**src/rtl/alu_dec_if.sv**
```systemverilog
// Handshake and decoded-field bundle between the instruction source, the
// alu_dec decoder and the ALU/execute stage.
interface alu_dec_if;
   logic        instr_valid;
   logic [31:0] instr;
   logic        instr_ready;
   logic        alu_valid;
   logic        alu_ready;
   logic [3:0]  alu_decode;
   logic [4:0]  rs1_addr;
   logic [4:0]  rs2_addr;
   logic [4:0]  rd_addr;
   logic        imm_sel;
   logic [31:0] imm;
   logic        illegal;
   logic [7:0]  illegal_cnt;

   modport master (
      output instr_valid, instr, alu_ready,
      input  instr_ready, alu_valid, alu_decode, rs1_addr, rs2_addr, rd_addr,
             imm_sel, imm, illegal, illegal_cnt
   );

   modport slave (
      input  instr_valid, instr, alu_ready,
      output instr_ready, alu_valid, alu_decode, rs1_addr, rs2_addr, rd_addr,
             imm_sel, imm, illegal, illegal_cnt
   );
endinterface

```
**src/rtl/alu_dec.sv**
```systemverilog
// Two-stage RV32 ALU decoder (S1 raw instruction, S2 decoded fields).
// Optional I-type immediate decode enabled by macro ALU_DEC_IMM_EN.
module alu_dec (
   input logic     clk,
   input logic     reset,
   alu_dec_if.slave bus
);
   localparam int unsigned IW = 32;
   localparam int unsigned AW = 5;
   localparam int unsigned OPW = 4;
   localparam int unsigned CW = 8;

   localparam logic [6:0] OPC_R = 7'b0110011;
   localparam logic [6:0] OPC_I = 7'b0010011;
   localparam logic [OPW-1:0] OP_ILL = 4'hF;
   localparam logic [CW-1:0] CNT_MAX = 8'hFF;

   typedef struct packed {
      logic [OPW-1:0] op;
      logic [AW-1:0]  rs1;
      logic [AW-1:0]  rs2;
      logic [AW-1:0]  rd;
      logic           imm_sel;
      logic           illegal;
   } dec_t;

   logic          s1_valid;
   logic [IW-1:0] s1_instr;
   logic          s2_valid;
   dec_t          s2_dec;
   dec_t          d_c;
   logic [CW-1:0] cnt;
   logic          s2_adv_c;
   logic          s1_adv_c;
   logic          accept_c;
   logic          deliver_c;

   logic [6:0] opcode_c;
   logic [2:0] funct3_c;
   logic [6:0] funct7_c;

   assign opcode_c = s1_instr[6:0];
   assign funct3_c = s1_instr[14:12];
   assign funct7_c = s1_instr[31:25];

   // Stage advance: S2 moves when empty or delivering, S1 when empty or S2 moves.
   assign s2_adv_c    = !s2_valid || bus.alu_ready;
   assign s1_adv_c    = !s1_valid || s2_adv_c;
   assign bus.instr_ready = reset && s1_adv_c;
   assign accept_c    = bus.instr_valid && bus.instr_ready;
   assign deliver_c   = s2_valid && bus.alu_ready;

`ifdef ALU_DEC_IMM_EN
   logic [IW-1:0] d_imm_c;
   logic [IW-1:0] s2_imm;
`endif

   // Decode of the instruction held in S1.
   always_comb begin
      d_c         = '0;
      d_c.op      = OP_ILL;
      d_c.illegal = 1'b1;
      d_c.rs1     = s1_instr[19:15];
      d_c.rs2     = s1_instr[24:20];
      d_c.rd      = s1_instr[11:7];
`ifdef ALU_DEC_IMM_EN
      d_imm_c     = '0;
`endif
      if (opcode_c == OPC_R) begin
         d_c.illegal = 1'b0;
         unique case ({funct7_c, funct3_c})
            10'b0000000_000: d_c.op = 4'd2;
            10'b0100000_000: d_c.op = 4'd6;
            10'b0000000_001: d_c.op = 4'd3;
            10'b0000000_010: d_c.op = 4'd4;
            10'b0000000_011: d_c.op = 4'd5;
            10'b0000000_100: d_c.op = 4'd7;
            10'b0100000_101: d_c.op = 4'd8;
            10'b0000000_110: d_c.op = 4'd1;
            10'b0000000_111: d_c.op = 4'd0;
            default: begin
               d_c.op      = OP_ILL;
               d_c.illegal = 1'b1;
            end
         endcase
      end
`ifdef ALU_DEC_IMM_EN
      else if (opcode_c == OPC_I) begin
         d_c.illegal = 1'b0;
         d_imm_c     = {{20{s1_instr[31]}}, s1_instr[31:20]};
         unique case (funct3_c)
            3'b000: d_c.op = 4'd2;
            3'b010: d_c.op = 4'd4;
            3'b011: d_c.op = 4'd5;
            3'b100: d_c.op = 4'd7;
            3'b110: d_c.op = 4'd1;
            3'b111: d_c.op = 4'd0;
            3'b001: begin
               d_c.op      = (funct7_c == 7'b0000000) ? 4'd3 : OP_ILL;
               d_c.illegal = (funct7_c != 7'b0000000);
               d_imm_c     = IW'(s1_instr[24:20]);
            end
            3'b101: begin
               d_c.op      = (funct7_c == 7'b0100000) ? 4'd8 : OP_ILL;
               d_c.illegal = (funct7_c != 7'b0100000);
               d_imm_c     = IW'(s1_instr[24:20]);
            end
            default: begin
               d_c.op      = OP_ILL;
               d_c.illegal = 1'b1;
            end
         endcase
         if (d_c.illegal) begin
            d_imm_c = '0;
         end else begin
            d_c.imm_sel = 1'b1;
            d_c.rs2     = '0;
         end
      end
`endif
   end

   // Pipeline registers and saturating illegal-beat counter.
   always_ff @(posedge clk or negedge reset) begin
      if (!reset) begin
         s1_valid <= 1'b0;
         s1_instr <= '0;
         s2_valid <= 1'b0;
         s2_dec   <= '0;
         cnt      <= '0;
`ifdef ALU_DEC_IMM_EN
         s2_imm   <= '0;
`endif
      end else begin
         if (s1_adv_c) begin
            s1_valid <= accept_c;
            if (accept_c) begin
               s1_instr <= bus.instr;
            end
         end
         if (s2_adv_c) begin
            s2_valid <= s1_valid;
            if (s1_valid) begin
               s2_dec <= d_c;
`ifdef ALU_DEC_IMM_EN
               s2_imm <= d_imm_c;
`endif
            end
         end
         if (deliver_c && s2_dec.illegal && (cnt != CNT_MAX)) begin
            cnt <= cnt + CW'(1);
         end
      end
   end

   assign bus.alu_valid   = s2_valid;
   assign bus.alu_decode  = s2_dec.op;
   assign bus.rs1_addr    = s2_dec.rs1;
   assign bus.rs2_addr    = s2_dec.rs2;
   assign bus.rd_addr     = s2_dec.rd;
   assign bus.imm_sel     = s2_dec.imm_sel;
   assign bus.illegal     = s2_dec.illegal;
   assign bus.illegal_cnt = cnt;
`ifdef ALU_DEC_IMM_EN
   assign bus.imm         = s2_imm;
`else
   assign bus.imm         = '0;
`endif
endmodule
```
**src/flat_wrapper.sv**
```systemverilog
// flat-port wrapper written by rule: the top's interface ports become plain ports
module alu_dec_flat 
  (clk, reset, bus_instr_valid, bus_instr, bus_alu_ready, bus_instr_ready, bus_alu_valid, bus_alu_decode, bus_rs1_addr, bus_rs2_addr, bus_rd_addr, bus_imm_sel, bus_imm, bus_illegal, bus_illegal_cnt);
  alu_dec_if bus_i ();
  input logic clk;
  input logic reset;
  input wire logic [$bits(bus_i.instr_valid)-1:0] bus_instr_valid;
  input wire logic [$bits(bus_i.instr)-1:0] bus_instr;
  input wire logic [$bits(bus_i.alu_ready)-1:0] bus_alu_ready;
  output wire logic [$bits(bus_i.instr_ready)-1:0] bus_instr_ready;
  output wire logic [$bits(bus_i.alu_valid)-1:0] bus_alu_valid;
  output wire logic [$bits(bus_i.alu_decode)-1:0] bus_alu_decode;
  output wire logic [$bits(bus_i.rs1_addr)-1:0] bus_rs1_addr;
  output wire logic [$bits(bus_i.rs2_addr)-1:0] bus_rs2_addr;
  output wire logic [$bits(bus_i.rd_addr)-1:0] bus_rd_addr;
  output wire logic [$bits(bus_i.imm_sel)-1:0] bus_imm_sel;
  output wire logic [$bits(bus_i.imm)-1:0] bus_imm;
  output wire logic [$bits(bus_i.illegal)-1:0] bus_illegal;
  output wire logic [$bits(bus_i.illegal_cnt)-1:0] bus_illegal_cnt;
  assign bus_i.instr_valid = bus_instr_valid;
  assign bus_i.instr = bus_instr;
  assign bus_i.alu_ready = bus_alu_ready;
  assign bus_instr_ready = bus_i.instr_ready;
  assign bus_alu_valid = bus_i.alu_valid;
  assign bus_alu_decode = bus_i.alu_decode;
  assign bus_rs1_addr = bus_i.rs1_addr;
  assign bus_rs2_addr = bus_i.rs2_addr;
  assign bus_rd_addr = bus_i.rd_addr;
  assign bus_imm_sel = bus_i.imm_sel;
  assign bus_imm = bus_i.imm;
  assign bus_illegal = bus_i.illegal;
  assign bus_illegal_cnt = bus_i.illegal_cnt;
  alu_dec u_core (.clk(clk), .reset(reset), .bus(bus_i));
endmodule
```
**config.mk**
```make
export PLATFORM = sky130hd
export DESIGN_NAME = alu_dec_flat
export DESIGN_NICKNAME = d
export VERILOG_FILES = /design/src/rtl/alu_dec_if.sv /design/src/rtl/alu_dec.sv /design/src/flat_wrapper.sv
export SDC_FILE = /design/constraint.sdc
export NUM_CORES = 1
export LEC_CHECK = 0
export ABC_AREA = 1
export ABC_CLOCK_PERIOD_IN_PS = 1800
export BUFFER_PORTS_ARGS = -buffer_cell sky130_fd_sc_hd__buf_2
export CAP_MARGIN = 20
export CORE_ASPECT_RATIO = 0.75
export CORE_MARGIN = 2
export CORE_UTILIZATION = 50
export DETAILED_ROUTE_END_ITERATION = 16
export GPL_TIMING_DRIVEN = 0
export PLACE_DENSITY = 0.79
export REMOVE_ABC_BUFFERS = 1
export SYNTH_ARGS = -nofsm -noshare
export SYNTH_HDL_FRONTEND = slang
export SYNTH_SLANG_ARGS = --single-unit
export TNS_END_PERCENT = 30
```
**constraint.sdc**
```tcl
create_clock -name clk -period 1.8 [get_ports clk]
set_input_delay 0.36 -clock clk [delete_from_list [all_inputs] [get_ports clk]]
set_output_delay 0.36 -clock clk [all_outputs]
set_load 0.02 [all_outputs]
```
== Word level (Yosys, flattened, before mapping) ==
Cells that the tools add are included.

* Flip-flop bits (word level): 62
* Output and inout bits: 63
* Input bits: 36
* Word-level logic and storage cells: 37

* $add $sub $neg: 1
* Reductions and logical operators: 13
* Equal/unequal tests: 10
* Mux-type cells: 4

{| class="wikitable"
|+ Operators by type and width
! kind !! count
|-
| $pmux 4 s9 || 1
|-
| $eq 10x3->1 const B || 3
|-
| $eq 10x2->1 const B || 2
|-
| $eq 10x9->1 const B || 2
|-
| $eq 10x1->1 const B || 1
|-
| $logic_not 10->1 || 1
|-
| $reduce_or 9->1 || 1
|-
| $add 8x1->8 const B || 1
|-
| $ne 8x8->1 const B || 1
|-
| $eq 7x6->1 const B || 1
|-
| $logic_and 1x1->1 || 5
|-
| $mux 4 || 1
|-
| $reduce_and 2->1 || 2
|-
| $logic_not 1->1 || 2
|-
| $logic_or 1x1->1 || 2
|-
| $mux 1 || 2
|}

== Depth between registers and ports, before layout ==
Gate-level depths: netlist (run 1).

* Word-level depth: 6
* Depth in mapped cells: 9
* Gate-level depth less buffers: 9

== Worst setup path before layout (run 1) ==
No wires, ideal clock.

* Path type: flip-flop to flip-flop
* Start: register u_core.cnt[1], in the netlist u_core.bus.illegal_cnt[1]
* End: register u_core.cnt[3], in the netlist u_core.bus.illegal_cnt[3]
* Library setup time: 0.134 ns
* Clock period less this slack: 1.470 ns
* Data required time: 1.666 ns
* Cell stages (with the launch flop): 8
* Buffers on the path: 0
* Path slack: 0.330 ns
* Arrival time: 1.336 ns
* Cell sequence: dfrtp_1 ha_1 nand3_2 nor3_4 nand3_2 nand2_4 nor2_2 xor2_1

* Word-level cells in the longest chain between the ends: 2
* Elaborated cells on any way between the ends: 3
* Those cells by class: add/sub (1); eq/ne (1); reduce/logical (1)

{| class="wikitable"
|+ RTL lines
! element !! RTL line !! RTL
|-
| start: declaration || alu_dec.sv:32 || <nowiki>logic [CW-1:0] cnt;</nowiki>
|-
| start signal: assignment || alu_dec.sv:151 || <nowiki>cnt <= cnt + CW'(1);</nowiki>
|-
| parallel branches: the longest is 2 deep, another holds $add 8x1->8 || n/a ||
|}

Parallel ways; which one is timed is not known.
A chain may end at the register's enable or synchronous reset.

== Worst setup path after layout (run 1) ==
* Start: register u_core.s2_valid, in the netlist u_core.bus.alu_valid
* End: register u_core.s1_instr[5]

* Word-level cells in the longest chain between the ends: 6

{| class="wikitable"
|+ RTL lines
! element !! RTL line !! RTL
|-
| start: declaration || alu_dec.sv:29 || <nowiki>logic s2_valid;</nowiki>
|-
| start signal: assignment || alu_dec.sv:142 || <nowiki>s2_valid <= s1_valid;</nowiki>
|-
| $logic_not 1->1 (*) || alu_dec.sv:47 || <nowiki>assign s2_adv_c = !s2_valid || bus.alu_ready;</nowiki>
|-
| $logic_or 1x1->1 (*) || alu_dec.sv:47 ||
|-
| $logic_or 1x1->1 (*) || alu_dec.sv:48 || <nowiki>assign s1_adv_c = !s1_valid || s2_adv_c;</nowiki>
|-
| $logic_and 1x1->1 || alu_dec.sv:49 || <nowiki>assign bus.instr_ready = reset && s1_adv_c;</nowiki>
|-
| $logic_and 1x1->1 || alu_dec.sv:50 || <nowiki>assign accept_c = bus.instr_valid && bus.instr_ready;</nowiki>
|-
| $reduce_and 2->1 (no source line) (*) || n/a ||
|-
| end signal: assignment || alu_dec.sv:138 || <nowiki>s1_instr <= bus.instr;</nowiki>
|-
| end: declaration || alu_dec.sv:28 || <nowiki>logic [IW-1:0] s1_instr;</nowiki>
|}

Every way passes the cells marked *; elsewhere a longest branch is shown, timed or not.

==> metrics.csv, run 1 <==
stage;metric;value;unit
floorplanning;placeableCoreArea;0.00595;mm2
setup_path;worstPathArrival;1.91;ns
finish;syn2layout_area_growth;15.0;%
global_route;grt_start_max_net_pins;49;
synthesis;syn_area;0.00314;mm2
synthesis;avgSynthCellArea;9.90;um2
placement;gp_congestion;0.766;
placement;hpwl;3980;um
sta;period_needed;1.69;ns
placement;dp_cells;452;
setup_path;worst_path_largest_cell_delay;0.53;ns
sta;fin_skew;0.00680;ns
clocking;cts_tree;done;
finish;nNetsFinal;424;
sta;maxSlewHeadroom;48.5;%
clocking;cts-htree-levels;3;
sta;fin_ws;0.113;ns
clocking;root_buffer;clkbuf_8;
drt;drc;0;
drt;via_count;2158;
floorplanning;fp-row-count;24;
setup_path;critPathBufInv;1;
run_status;status;completed;
drt;post_drt_wl_per_cell;11.8;um
global_route;overflow;0;
sta;tightest_slew;0.773;ns
floorplanning;initial_core_util;52.8;%
finish;multi_input_area;0.00127;mm2
setup_path;crit_path_max_fanout;48;
sta;finalSetupViolCount;0;
setup_path;crit_path_cell_trace;nand3_2 > nand2_1 > inv_2 > nand2_4 > mux2_4;
floorplanning;die_h;72.6;um
synthesis;yosysSeqAreaShare;49.5;%
floorplanning;die_x;95.5;um
power_and_ir_drop;p_leak;0.00193;uW
drt;wl;5560;um
synthesis;synth_cell_types;30;
drt;drt-vias-per-instance;4.59;
setup_path;critPathKind;reg2reg;
setup_path;cp.required;2.02;ns
synthesis;synth.area.top_cells;dfrtp_1, mux2_4, buf_4, nand2_1, a21oi_2;
synthesis;synth.top_cell.area_share;49.5;%
sta;finalHoldViolCount;0;
placement;numPortBuffers;65;
finish;instances_no_fill;470;
synthesis;synth-seq-cells;62;
sta;finalMaxSlewViolations;0;
clocking;clkSinkCount;62;
finish;drive_above_1_share;37.2;%
clocking;insertion_delay;0.34;ns
floorplanning;dieArea;0.00693;mm2
clocking;cts.clk_slew.worst_paths;0.07;ns
setup_path;crit_family;simple AND/OR/NAND/NOR gates;
sta;rsz0062_at_grt;no;
placement;pre_cts_ws;-0.394;ns
drt;dr.first_iter.drc_count;86;
clocking;cts_buffer_depth;2;
global_route;grt_pass1_wl;9270;um
synthesis;syn_inst;317;
drt;first_pass_iters;4;
global_route;antenna_found_initial;0;
clocking;cts_setup_buffers;0;
clocking;cts_buffers;9;
synthesis;yosys_warnings;0;
finish;nFillCells;523;
sta;fin_crit_sh;93.7;%
job;maxCapViolCount;0;
global_route;grt_util_all_layers;18.0;%
setup_path;cp_slowest_cell;nand2_4;
setup_path;cp-end-kind;flop;
global_route;grt_pass1_vias;2053;
drt;postRouteAntennaNets;0;
power_and_ir_drop;power_density;1110;mW/mm2
finish;seq_area;0.00155;mm2
min_path;hold_class;in2reg;
finish;diodes;0;
sta;clock.fmax;593;MHz
setup_path;critPathLaunchType;flop;
floorplanning;ios;99;
synthesis;yosysTopAreaCell;dfrtp_1;
power_and_ir_drop;ir_worst_vdd;0.565;mV
-- repair_timing --
action                                  in CTS  in global routing
hold buffers                                 2                  0
hold endpoints to repair                    27                  0
gates resized for setup                      1                  1
endpoints found under the setup margin      17                  3
gates cloned                                 0                  0
-- cells in the mapped netlist, drive strengths merged --
| cell type | instances |
|---|---|
| a21oi | 20 |
| mux2 | 17 |
| conb | 1 |
| buf | 39 |
| xor2 | 4 |
| nor2 | 43 |
| and2 | 1 |
| nand3 | 10 |
| and3 | 1 |
| clkbuf | 2 |
| inv | 33 |
| nand2 | 66 |
| dfrtp | 62 |
| nand4 | 2 |
| nor3 | 1 |
| ha | 1 |
| xnor2 | 2 |
| o21ai | 12 |
-- worst paths after layout --
kind / start / end / slack (ns) / cells after the start
max: u_core.bus.alu_valid / u_core.s1_instr[5] / 0.11 / 5
min: bus_instr[26] / u_core.s1_instr[26] / 0.24 / 2
max reg2reg: u_core.bus.alu_valid / u_core.s1_instr[5] / 0.11 / 5
min reg2reg: u_core.s1_instr[20] / u_core.bus.rs2_addr[0] / 0.47 / 2
max in group asynchronous: reset / u_core.s1_instr[31] / 0.92 / 3
min in group asynchronous: reset / u_core.bus.rd_addr[4] / 0.67 / 3
-- registers in the layout, indices dropped and copies added (netlist names) --
register                cells
u_core.bus.rd_addr          5
u_core.s1_instr            32
u_core.s1_valid             1
u_core.bus.illegal          1
u_core.bus.alu_valid        1
u_core.bus.rs1_addr         5
u_core.bus.illegal_cnt      8
u_core.bus.rs2_addr         5
u_core.bus.alu_decode       4
-- cells by family after synthesis --
| family | synth area share (%) |
|---|---|
| adders and majority gates | 0.399 |
| AOI/OAI and AO/OA | 7.62 |
| muxes | 8.14 |
| other | 0.120 |
| xor gates and xnor gates | 1.68 |
| and+or+nand+nor | 18.5 |
| buffers and inverters | 14.1 |
| DFF | 49.5 |
-- worst register-to-register path, delay by kind of cell, from the launching register on --
kind,cells,cell delay (ns)
flip-flops,1,0.40
multiplexers,1,0.41
buffers and inverters,1,0.05
AND/OR/NAND/NOR,3,0.71
-- area by class of cell --
class | count | share of cell area, %
Clock buffer | 13 | 4.68
Multi-Input combinational cell | 213 | 35.2
Timing Repair Buffer | 68 | 10.5
Tap cell | 78 | 2.71
Clock inverter | 3 | 0.486
Sequential cell | 62 | 43.0
Inverter | 33 | 3.44
-- metrics by stage --
step,utilization [%],TNS [ns],total power (uW),area (um2),hold WS (ns)
after floorplan,-,0,2560,2940,0.0644
after global placement,56.5,-28.64,2860,3360,0.446
after detailed placement,56.9,-10.54,2910,3380,0.432
after CTS,60.6,0,4070,3600,0.221
after global routing,60.6,0,4270,3610,0.232
final,60.6,0,4010,3610,0.245
-- cell usage in the layout, fill, tap and decap left out, drive strengths merged --
master       netlist  final
o21ai             12     12
dlygate4sd3        0      1
a21oi             20     20
clkinv             0      2
xnor2              2      2
nand2             66     66
ha                 1      1
inv               33     33
clkbuf             2     13
and2               1      1
mux2              17     17
dfrtp             62     62
xor2               4      4
conb               1     33
and3               1      1
clkinvlp           0      1
nor2              43     43
buf               39     67
nor3               1      1
nand3             10     10
nand4              2      2
-- layer usage --
layer / track usage (%) / routed length (um)
met1: 22.4 / 2410
met2: 27.9 / 2580
met3: 5.17 / 412
met4: 11.0 / 159
met5: 0 / 0
-- where the power goes --
part           switching [uW]  leakage, uW  total (uW)  internal, uW
combinational             659      0.00112        1050           390
sequential                181     0.000718        1840          1660
clock                     511    0.0000954        1120           607
total                    1350      0.00193        4010          2660
(Power assumes the default switching activity.)
==> run 2, diff against run 1 <==
--- a/config.mk
+++ b/config.mk
@@ -12,9 +12,10 @@
 export CORE_ASPECT_RATIO = 0.75
 export CORE_MARGIN = 2
 export CORE_UTILIZATION = 50
+export CTS_BUF_LIST = sky130_fd_sc_hd__clkbuf_4 sky130_fd_sc_hd__clkbuf_8 sky130_fd_sc_hd__clkbuf_16
 export DETAILED_ROUTE_END_ITERATION = 16
 export GPL_TIMING_DRIVEN = 0
-export PLACE_DENSITY = 0.79
+export PLACE_DENSITY_LB_ADDON = 0.1
 export REMOVE_ABC_BUFFERS = 1
 export SYNTH_ARGS = -nofsm -noshare
 export SYNTH_HDL_FRONTEND = slang
==> run 2 against run 1 <==
  * Clock skew decreased by 0.0026 ns
  * Largest power group unchanged
  * Final cell count decreased by 0.21%
  * Final area unchanged
  * Clock-buffer cell count decreased by 1
  * Global-route usage decreased by 0.42 points
  * Combinational power about the same
  * Sequential share of layout area unchanged
  * Critical path depth increased by 1
  * Highest routed layer unchanged
  * Sequential power about the same
  * Critical path type unchanged
==> metrics.csv, run 2 (synthesis gave the netlist of run 1 again) <==
stage;metric;value;unit;change
sta;fin_crit_sh;86.9;%;-6.8 points
drt;postRouteAntennaNets;0;;unchanged
power_and_ir_drop;power;3920;uW;-2.3%
sta;finalHoldViolCount;0;;unchanged
drt;dr.first_iter.drc_count;70;;-19%
floorplanning;initial_core_util;52.8;%;unchanged
clocking;cts_setup_buffers;0;;unchanged
clocking;cts_buffer_depth;2;;unchanged
power_and_ir_drop;ir_worst_vdd;0.494;mV;-13%
power_and_ir_drop;p_leak;0.00193;uW;-0.14%
drt;post_drt_wl_per_cell;11.7;um;-1.0%
finish;nNetsFinal;425;;+0.24%
clocking;cts-htree-levels;3;;unchanged
finish;diodes;0;;unchanged
finish;top_register;u_core.s1_instr;;
sta;finalSetupViolCount;0;;unchanged
finish;largest_reg_flops;32;;unchanged
global_route;antenna_found_initial;0;;unchanged
clocking;cts_buffers;9;;unchanged
global_route;overflow;0;;unchanged
placement;gp_congestion;0.839;;+9.5%
finish;layout_common_cells;buf_2, nand2_1, dfrtp_1, nor2_1, conb_1;;
global_route;grt_start_max_net_pins;49;;unchanged
drt;drc;0;;unchanged
placement;numPortBuffers;65;;unchanged
floorplanning;placeableCoreArea;0.00595;mm2;unchanged
setup_path;cp.required;2.03;ns;about the same
global_route;grt_util_all_layers;17.6;%;-0.42 points
drt;drt-vias-per-instance;4.42;;-3.8%
setup_path;worstPathArrival;1.79;ns;-0.12 ns
clocking;clkSinkCount;62;;unchanged
sta;clock.fmax;639;MHz;+7.9%
setup_path;cp-end-kind;flop;;
floorplanning;die_x;95.5;um;unchanged
job;maxCapViolCount;0;;unchanged
finish;instances_no_fill;469;;-0.21%
finish;final_util;60.6;%;unchanged
floorplanning;fp-row-count;24;;unchanged
setup_path;critPathKind;reg2reg;;
setup_path;r2r_setup_slack;0.24;ns;+0.12 ns
floorplanning;dieArea;0.00693;mm2;unchanged
clocking;cts_tree;done;;
floorplanning;die_h;72.6;um;unchanged
setup_path;critPathLaunchType;flop;;
sta;fin_ws;0.236;ns;+0.123 ns
placement;hpwl;3750;um;-5.8%
drt;via_count;2072;;-4.0%
sta;period_needed;1.56;ns;-0.123 ns
floorplanning;ios;99;;unchanged
setup_path;crit_path_max_fanout;27;;-44%
global_route;grt_pass1_wl;9100;um;-1.9%
placement;pre_cts_ws;-0.634;ns;-0.240 ns
setup_path;reg2reg_from;u_core.bus.alu_valid;;
setup_path;worstSetupStartpoint;u_core.bus.alu_valid;;
global_route;grt_pass1_vias;1993;;-2.9%
power_and_ir_drop;power_density;1090;mW/mm2;-2.3%
drt;first_pass_iters;4;;unchanged
finish;layout_commonest_cell;buf_2;;
drt;wl;5490;um;-1.2%
run_status;status;completed;;
sta;fin_skew;0.00418;ns;-0.00261 ns
clocking;cts.clk_slew.worst_paths;0.06;ns;about the same
clocking;root_buffer;clkbuf_8;;
finish;drive_above_1_share;37.3;%;+0.095 points
min_path;hold_class;in2async;;
sta;rsz0062_at_grt;no;;
placement;dp_cells;452;;unchanged
clocking;insertion_delay;0.34;ns;about the same
finish;syn2layout_area_growth;15.0;%;unchanged
sta;finalMaxSlewViolations;0;;unchanged
sta;fin_setup_tns;0;ns;unchanged
-- run 2: cell count changes in the layout (fill, tap and decap cells not counted), sizes merged --
| cell | change |
|---|---|
| buf | +1 |
| clkinvlp | -1 |
| clkbuf | -1 |
-- run 2: layout make-up --
cell class / instances / area [um2]
multi-input cells: 213 / 1270
fillers: 541 / 2340
flip-flops and latches: 62 / 1550
well taps: 78 / 97.6
inverters: 33 / 124
clock buffers: 12 / 153
clock inverters: 2 / 10.0
repair buffers: 69 / 398
-- run 2: path summary, 6_finish.rpt --
kind                                            endpoint  cells after the start
max in group asynchronous             u_core.s1_instr[9]                      3
worst max-delay path            u_core.bus.alu_decode[0]                      6
worst min-delay path               u_core.bus.rd_addr[4]                      3
worst min register to register    u_core.bus.rs2_addr[0]                      2
worst max register to register  u_core.bus.alu_decode[0]                      6
min in group clk                     u_core.s1_instr[14]                      2
-- run 2: critical path, cell delays in order, from the launching register on --
cell and delay, ns:
dfrtp_1 0.41, nand2_1 0.11, nand2_2 0.29, nor2_2 0.30, nand3_1 0.13, nor2_1 0.14, a21oi_2 0.07
-- run 2: power breakdown --
part,switching [uW],internal [uW]
Combinational,650,394
Clock,497,548
Sequential,167,1660
Total,1310,2610
-- run 2: layer usage --
metal | vias up | part of all wire, % | global-route usage [%]
met3 | 8 | 7.4 | 7.13
li1 | 1062 | - | -
met5 | - | 0 | 0
met1 | 925 | 49 | 22.4
met2 | 77 | 42 | 27.2
met4 | 0 | 1.6 | 6.35
-- run 2: timing repair --
action                     in CTS  in global routing
hold endpoints to repair       24                  0
setup endpoints to repair      33                  0
gates resized for setup         2                  0
hold buffers                    3                  0
-- run 2: through the flow --
step	cell area [um2]	hold WS (ns)
after floorplan	2940	0.0644
after global placement	3360	0.448
after detailed placement	3380	0.410
after CTS	3610	0.0701
after global routing	3610	0.0770
final	3610	0.0752
==> run 3, diff against run 2 <==
--- a/config.mk
+++ b/config.mk
@@ -11,7 +11,7 @@
 export CAP_MARGIN = 20
 export CORE_ASPECT_RATIO = 0.75
 export CORE_MARGIN = 2
-export CORE_UTILIZATION = 50
+export CORE_UTILIZATION = 51
 export CTS_BUF_LIST = sky130_fd_sc_hd__clkbuf_4 sky130_fd_sc_hd__clkbuf_8 sky130_fd_sc_hd__clkbuf_16
 export DETAILED_ROUTE_END_ITERATION = 16
 export GPL_TIMING_DRIVEN = 0
==> run 3 against run 2 <==
  * Global-route usage up 0.21 points
  * Clock power up 19%
  * Final area is 1.6% higher
  * Final cell count is 0.64% higher
  * Clock-buffer cell count rose by 1
  * Highest routed layer unchanged
==> metrics.csv, run 3 (synthesis gave the netlist of run 1 again) <==
stage;metric;value;unit;change
sta;fin_crit_sh;87.7;%;+0.77 points
finish;nNetsFinal;426;;+0.24%
power_and_ir_drop;internal_power;2800;uW;+7.5%
clocking;cts.clk_slew.worst_paths;0.07;ns;about the same
clocking;cts_buffers;9;;unchanged
clocking;cts_setup_buffers;0;;unchanged
finish;layout_common_cells;buf_2, nand2_1, dfrtp_1, nor2_1, conb_1;;
drt;via_count;2111;;+1.9%
power_and_ir_drop;switchingPower;1330;uW;+1.4%
drt;dr.first_iter.drc_count;69;;-1.4%
floorplanning;initial_core_util;53.3;%;+0.54 points
setup_path;crit_family;simple AND/OR/NAND/NOR gates;;
finish;design_area;0.00366;mm2;+1.6%
floorplanning;die_x;94.6;um;-0.95%
setup_path;cp-end-kind;flop;;
drt;first_pass_iters;4;;unchanged
global_route;grt_util_all_layers;17.8;%;+0.21 points
drt;wl;5420;um;-1.3%
sta;finalSetupViolCount;0;;unchanged
drt;postRouteAntennaNets;0;;unchanged
finish;top_register;u_core.s1_instr;;
setup_path;cp.required;2.02;ns;about the same
finish;final_util;62.2;%;+1.6 points
power_and_ir_drop;combPwrFrac;25.2;%;-1.4 points
setup_path;cp_slowest_cell;dfrtp_1;;
power_and_ir_drop;p_leak;0.00195;uW;+1.1%
sta;finalHoldViolCount;0;;unchanged
finish;largest_reg_flops;32;;unchanged
clocking;cts_tree;done;;
setup_path;critPathLaunchType;flop;;
sta;rsz0062_at_grt;no;;
setup_path;critPathKind;reg2reg;;
finish;layout_commonest_cell;buf_2;;
sta;whs;0.0738;ns;-0.00140 ns
floorplanning;placeableCoreArea;0.00589;mm2;-1.0%
clocking;root_buffer;clkbuf_8;;
power_and_ir_drop;p_clk_share;30.2;%;+3.5 points
finish;nFillCells;510;;-5.7%
power_and_ir_drop;power;4140;uW;+5.5%
power_and_ir_drop;power_density;1130;mW/mm2;+3.9%
sta;fin_setup_tns;0;ns;unchanged
drt;drt-vias-per-instance;4.47;;+1.2%
global_route;antenna_found_initial;0;;unchanged
finish;diodes;0;;unchanged
power_and_ir_drop;p_sw_share;32.2;%;-1.3 points
setup_path;crit_path_max_fanout;27;;unchanged
setup_path;critPathBufInv;0;;unchanged
clocking;insertion_delay;0.33;ns;about the same
clocking;cts-htree-levels;3;;unchanged
global_route;grt_pass1_wl;9140;um;+0.37%
run_status;status;completed;;
placement;gp_congestion;0.818;;-2.5%
clocking;cts_buffer_depth;2;;unchanged
placement;numPortBuffers;65;;unchanged
setup_path;crit_path_cell_trace;nand2_1 > nand2_2 > nor2_2 > nand3_1 > nor2_1 > a21oi_2;;
global_route;grt_start_max_net_pins;49;;unchanged
sta;fin_skew;0.00556;ns;+0.00137 ns
finish;drive_above_1_share;37.6;%;+0.22 points
sta;clock.fmax;634;MHz;-0.88%
drt;drc;0;;unchanged
power_and_ir_drop;ir_worst_vdd;0.602;mV;+22%
clocking;clkSinkCount;62;;unchanged
global_route;overflow;0;;unchanged
min_path;hold_class;in2async;;
floorplanning;fp-row-count;24;;unchanged
finish;syn2layout_area_growth;16.8;%;
placement;place_area;0.00338;mm2;unchanged
floorplanning;dieArea;0.00680;mm2;-1.9%
job;maxCapViolCount;0;;unchanged
sta;finalMaxSlewViolations;0;;unchanged
placement;hpwl;3760;um;+0.21%
floorplanning;die_h;71.9;um;-0.93%
floorplanning;ios;99;;unchanged
setup_path;worst_path_largest_cell_delay;0.41;ns;about the same
sta;period_needed;1.58;ns;+0.0138 ns
drt;post_drt_wl_per_cell;11.5;um;-1.9%
setup_path;worstPathArrival;1.80;ns;about the same
global_route;grt_pass1_vias;2025;;+1.6%
power_and_ir_drop;seqPwrFrac;44.5;%;-2.2 points
[run 3: changes by cell type in the layout (fill, tap and decap cells not counted), sizes merged]
cell / before / now
dlygate4sd3: 1 / 2
clkinv: 2 / 1
clkinvlp: 0 / 1
bufinv: 0 / 1
clkbuf: 12 / 13
[run 3: layer usage]
layer | up-vias | GRT usage, % | part of all wire, %
li1 | 1065 | - | -
met1 | 975 | 22.0 | 46
met2 | 62 | 29.1 | 46
met4 | 0 | 6.12 | 1.1
met3 | 9 | 6.65 | 6.8
met5 | - | 0 | 0
[run 3: worst register-to-register path, stage by stage (launching register included)]
cell	delay, ns
dfrtp_1	0.41
nand2_1	0.11
nand2_2	0.30
nor2_2	0.31
nand3_1	0.13
nor2_1	0.14
a21oi_2	0.07
[run 3: repair_timing]
| action | CTS | global route |
|---|---|---|
| pin swaps | 0 | 0 |
| resized for setup | 1 | 1 |
| hold endpoints to repair | 33 | 0 |
| setup endpoints to repair | 33 | 17 |
| hold buffers | 4 | 0 |
[run 3: final cells by class]
class                   instances  area, um2  area share, %
inverters                      33        124           3.38
multi-input cells             213       1270           34.7
flip-flops and latches         62       1550           42.4
well taps                      78       97.6           2.66
clock buffers                  13        166           4.54
repair buffers                 70        408           11.1
clock inverters                 3       42.5           1.16
[run 3: path summary, 6_finish.rpt]
path / start / end / slack (ns) / cells after the start
min in group clk: bus_instr[23] / u_core.s1_instr[23] / 0.25 / 2
worst max register to register: u_core.bus.alu_valid / u_core.bus.alu_decode[0] / 0.22 / 6
worst min-delay path: reset / u_core.s1_instr[8] / 0.07 / 3
worst max-delay path: u_core.bus.alu_valid / u_core.bus.alu_decode[0] / 0.22 / 6
max in group asynchronous: reset / u_core.s1_instr[31] / 1.03 / 3
worst min register to register: u_core.s1_instr[21] / u_core.bus.rs2_addr[1] / 0.47 / 2
[run 3: stage by stage]
| stage | cells | setup slack (ns) |
|---|---|---|
| after CTS | 472 | 0.101 |
| after detailed placement | 452 | -0.572 |
| after global placement | 451 | -0.997 |
| after global routing | 472 | 0.0145 |
| final | 472 | 0.222 |
| after floorplan | 308 | 0.136 |
[run 3: power by group through the flow]
stage / sequential (uW) / combinational (uW) / clock, uW
4_1_cts: 1840 / 1050 / 1290
3_3_place_gp: 1850 / 1010 / 0
2_1_floorplan: 2040 / 524 / 0
5_1_grt: 1870 / 1150 / 1340
6_report: 1840 / 1040 / 1250
3_5_place_dp: 1870 / 1030 / 0
